**config.mk**
```make
export PLATFORM = sky130hd
export DESIGN_NAME = mantissa_divider_seq
export DESIGN_NICKNAME = d
export VERILOG_FILES = /design/src/rtl/mantissa_divider_seq.sv
export SDC_FILE = /design/constraint.sdc
export NUM_CORES = 1
export LEC_CHECK = 0
export CAP_MARGIN = 20
export CELL_PAD_IN_SITES_DETAIL_PLACEMENT = 0
export CELL_PAD_IN_SITES_GLOBAL_PLACEMENT = 2
export CORE_MARGIN = 2
export CORE_UTILIZATION = 33
export CTS_BUF_LIST = sky130_fd_sc_hd__clkbuf_4
export CTS_CLUSTER_DIAMETER = 50
export DETAILED_ROUTE_END_ITERATION = 7
export GPL_TIMING_DRIVEN = 0
export MAX_ROUTING_LAYER = met4
export PLACE_DENSITY = 0.85
export SLEW_MARGIN = 20
export SYNTH_ARGS = -nofsm -noshare
export SYNTH_HDL_FRONTEND = slang
export SYNTH_SLANG_ARGS = --single-unit
```
**constraint.sdc**
```tcl
create_clock -name clk -period 4.8 [get_ports clk]
set_input_delay 0.96 -clock clk [delete_from_list [all_inputs] [get_ports clk]]
set_output_delay 0.96 -clock clk [all_outputs]
set_load 0.02 [all_outputs]
```
**src/rtl/mantissa_divider_seq.sv**
```systemverilog
// Sequential radix-2 restoring divider for significands: Q = floor(A*2^N / D),
// one quotient bit per clock, with exact remainder and sticky.
module mantissa_divider_seq #(
    parameter int N = 24
) (
    input  logic         clk,
    input  logic         rst_n,
    input  logic         start,
    input  logic [N-1:0] dividend,
    input  logic [N-1:0] divisor,
    output logic         busy,
    output logic         done,
    output logic [N:0]   quotient,
    output logic [N-1:0] remainder,
    output logic         sticky,
    output logic         div_by_zero,
    output logic         overflow,
    output logic [1:0]   fsm_state
);

    localparam int CW = $clog2(N + 1);

    typedef enum logic [1:0] {
        IDLE = 2'd0,
        CALC = 2'd1,
        DONE = 2'd2
    } state_t;

    state_t         state;
    logic [N:0]     r;
    logic [N-1:0]   d;
    logic [CW-1:0]  count;

    logic           q_bit;
    logic [N:0]     rn;

    // Handshake: start is sampled only in IDLE; busy is high exactly while in CALC;
    // done is a one-cycle pulse in DONE, after which results hold until the next accepted start.
    always_comb begin
        q_bit = (r >= {1'b0, d});
        rn    = q_bit ? (r - {1'b0, d}) : r;
    end

    assign fsm_state = state;

    always_ff @(posedge clk or negedge rst_n) begin
        if (!rst_n) begin
            state       <= IDLE;
            r           <= '0;
            d           <= '0;
            count       <= '0;
            busy        <= 1'b0;
            done        <= 1'b0;
            quotient    <= '0;
            remainder   <= '0;
            sticky      <= 1'b0;
            div_by_zero <= 1'b0;
            overflow    <= 1'b0;
        end else begin
            case (state)
                IDLE: begin
                    done <= 1'b0;
                    if (start) begin
                        d           <= divisor;
                        remainder   <= '0;
                        sticky      <= 1'b0;
                        div_by_zero <= 1'b0;
                        overflow    <= 1'b0;
                        if (divisor == '0) begin
                            div_by_zero <= 1'b1;
                            quotient    <= '1;
                            sticky      <= 1'b1;
                            r           <= '0;
                            count       <= '0;
                            done        <= 1'b1;
                            state       <= DONE;
                        end else if ({1'b0, dividend} >= {divisor, 1'b0}) begin
                            // A >= 2D: the quotient would need more than N+1 bits.
                            overflow    <= 1'b1;
                            quotient    <= '1;
                            sticky      <= 1'b1;
                            r           <= '0;
                            count       <= '0;
                            done        <= 1'b1;
                            state       <= DONE;
                        end else begin
                            r        <= {1'b0, dividend};
                            quotient <= '0;
                            count    <= CW'(N);
                            busy     <= 1'b1;
                            state    <= CALC;
                        end
                    end
                end
                CALC: begin
                    quotient <= {quotient[N-1:0], q_bit};
                    if (count == '0) begin
                        remainder <= rn[N-1:0];
                        sticky    <= |rn[N-1:0];
                        busy      <= 1'b0;
                        done      <= 1'b1;
                        state     <= DONE;
                    end else begin
                        // rn < D always, so the shifted partial remainder fits N+1 bits.
                        r     <= rn << 1;
                        count <= count - CW'(1);
                    end
                end
                DONE: begin
                    done  <= 1'b0;
                    state <= IDLE;
                end
                default: begin
                    busy  <= 1'b0;
                    done  <= 1'b0;
                    state <= IDLE;
                end
            endcase
        end
    end

endmodule
```
==> flow_summary.toml <==
[place]
dp.cells = 1204
hpwl_mm = 18.6
gp_congestion = 0.919
dpl_worst_slack_ns = 0.122
portBuffers = 106

[setup_path]
cp_max_fo = 4
r2r_cells = 13
end_kind = "flop"
crit_required_ns = 5.24
path_class = "reg -> reg"
startpoint_type = "flop"
cp.arrival_ns = 4.58
r2r_setup_slack_ns = 0.67

[routing]
postRouteAntennaNets = 0
wl_mm = 23.8
vias_per_cell = 5.19
drt_iter0_markers = 547
drc_errors = 0
num_vias = 6338
wire_per_inst_um = 19.5
drtPass1Iterations = 5

[clock_tree]
cts_buffers = 9
cts_max_level = 3
clk_path_buf_depth = 2
hold_buffers = 0
ctsRootBufferMaster = "clkbuf_4"
cts_setup_buffers = 0
clock_latency_ns = 0.53
clkTransAtPathRegs_ns = 0.21
postCtsResizedCells = 0
cts.sinks = 110
cts_tree = "yes"

[global_routing]
grt_pass1_wl_mm = 37.2
gr-total-overflow = 0
grt_use_total_pct = 22.9
antenna_found_initial = 1
grt_pass1_vias = 6317
grt_max_degree = 65

[yosys]
syn_inst = 827
synth.largest_area_cell = "dfrtp_1"
ys_types = 54
synth_area_mm2 = 0.00683
seq_area_frac_synth_pct = 40.3
synth_top_cell_area_share_pct = 40.3
synth-async-reset-ratio_pct = 100
ys_ff_latch = 110
yosys-top-cells-area = "dfrtp_1 40%, ha_1 9.0%, nand2_1 8.3%, o21ai_0 7.8%, nor2_1 3.5%"
synth_fp_nets = 928
yosysWarnings = 0
ys.flop_type = "dfrtp_1"
syn_area_per_cell_um2 = 8.26
synth_edf_count = 0

[sta]
clock_skew_ns = 0.0252
maxSlewViolCount = 0
fmax_mhz = 242
finalHoldViolCount = 0
rsz0062_at_grt = "false"
setup_viol = 0
tightest_slew_ns = 0.897
min_period_ns = 4.13
max_slew_margin_pct = 39.6
fin_ws_ns = 0.666
fin_crit_sh_pct = 86.1
hold_slack_ns = 0.340

[die]
core.rowCount = 52
die_area_mm2 = 0.0219
dieWidth_um = 148
die_height_um = 148
initial_utilization_pct = 33.6
core_mm2 = 0.0203
io-pin-count = 107

[power_and_ir_drop]
p_leak_nw = 3.76
vdd_drop_max_v = 0.000352
p_total_mw = 7.15
power_density_mw_per_mm2 = 850

[finish]
area_growth_pct = 23.2
layout-drive-gt1-share_pct = 3.16
final_cells = 1221
nNetsFinal = 1046

[min_path]
min_path_type = "in -> async"

[outcome]
outcome = "complete, no violations"

[run]
maxCapViolCount = 0
## critical path, stage by stage, from the launching register on
cell	delay [ns]
dfrtp_1	0.49
inv_1	0.07
ha_1	0.25
fa_1	0.41
nand2b_1	0.20
a211oi_1	0.38
nor2_1	0.22
a211o_1	0.32
o31ai_1	0.34
xor2_1	0.17
a211o_1	0.25
or4_1	0.43
a2111oi_2	0.47
nor2_1	0.07
## per-layer routing
layer  track usage, %  wire, um
met1             31.9     11700
met2             35.8     10900
met3             3.46       950
met4             4.33       317
met5                -         0
## logic make-up after synthesis
| logic type | after synthesis | share of synthesized area (%) |
|---|---|---|
| and+or+nand+nor | 283 | 18.0 |
| AOI/OAI and AO/OA | 248 | 21.6 |
| DFF | 110 | 40.3 |
| buffers and inverters | 97 | 5.44 |
| adders and majority gates | 50 | 9.27 |
| muxes | 20 | 2.95 |
| xor gates and xnor gates | 19 | 2.44 |
## where the power goes
group	leakage, nW	switching, mW	internal [mW]	total (mW)
Combinational	2.29	3.18	1.81	4.99
Sequential	1.39	0.311	1.34	1.65
Clock	0.0809	0.388	0.127	0.515
## through the flow
step	area (um^2)	util [%]	TNS, ns
final	8410	41.5	0
after global placement	8230	40.5	-212.36
after detailed placement	8260	40.7	0
after global routing	8410	41.5	0
after floorplan	6830	-	0
after CTS	8410	41.4	0
## state kept, by name, summed over array words and instances, names as in the netlist
register     flops
remainder       24
d               24
done             1
fsm_state        2
quotient        25
count            5
r               25
overflow         1
sticky           1
div_by_zero      1
busy             1
## placed cells by master, fill, tap and decap left out, types with 4 or more instances in the layout
master           instances
a211oi_1                 4
a21o_1                  16
a21oi_1                 43
a31oi_1                  9
buf_1                    4
clkbuf_1                33
clkbuf_4                 9
clkdlybuf4s50_1        105
dfrtp_1                110
ha_1                    49
inv_1                   56
mux2i_1                 19
nand2_1                151
nand3_1                 14
nand4_1                  9
nor2_1                  63
nor3_1                  10
nor4_1                  14
o211ai_1                 5
o21a_1                   7
o21ai_0                107
o21ai_1                 18
o21bai_1                 4
o31ai_1                 13
or3_1                    4
xnor2_1                  7
xor2_1                  12
## synth_stat cells, types with 13 or more instances
cell	n
a21oi_1	43
o21ai_1	18
nor2_1	63
o21ai_0	107
o31ai_1	13
a21o_1	16
mux2i_1	19
inv_1	56
clkbuf_1	33
nand2_1	151
nor4_1	14
ha_1	49
nand3_1	14
dfrtp_1	110
## cell type report
type                            count  area, um^2
Timing Repair Buffer              107        1090
Clock buffer                        9        67.6
Inverter                           56         210
Buffer                             41         161
Sequential cell                   110        2750
Clock inverter                      7        86.3
Fill cell                        2164       11900
Tap cell                          270         338
Antenna cell                        1        2.50
Multi-Input combinational cell    620        3710
## final timing paths
| kind | from | to |
|---|---|---|
| max in group asynchronous | rst_n | r[11] |
| min | rst_n | quotient[15] |
| max reg2reg | r[0] | sticky |
| min in group clk | remainder[6] | remainder[6] |
| max | r[0] | sticky |
| min reg2reg | remainder[6] | remainder[6] |
Note: power is estimated with default switching activity, not from simulation.
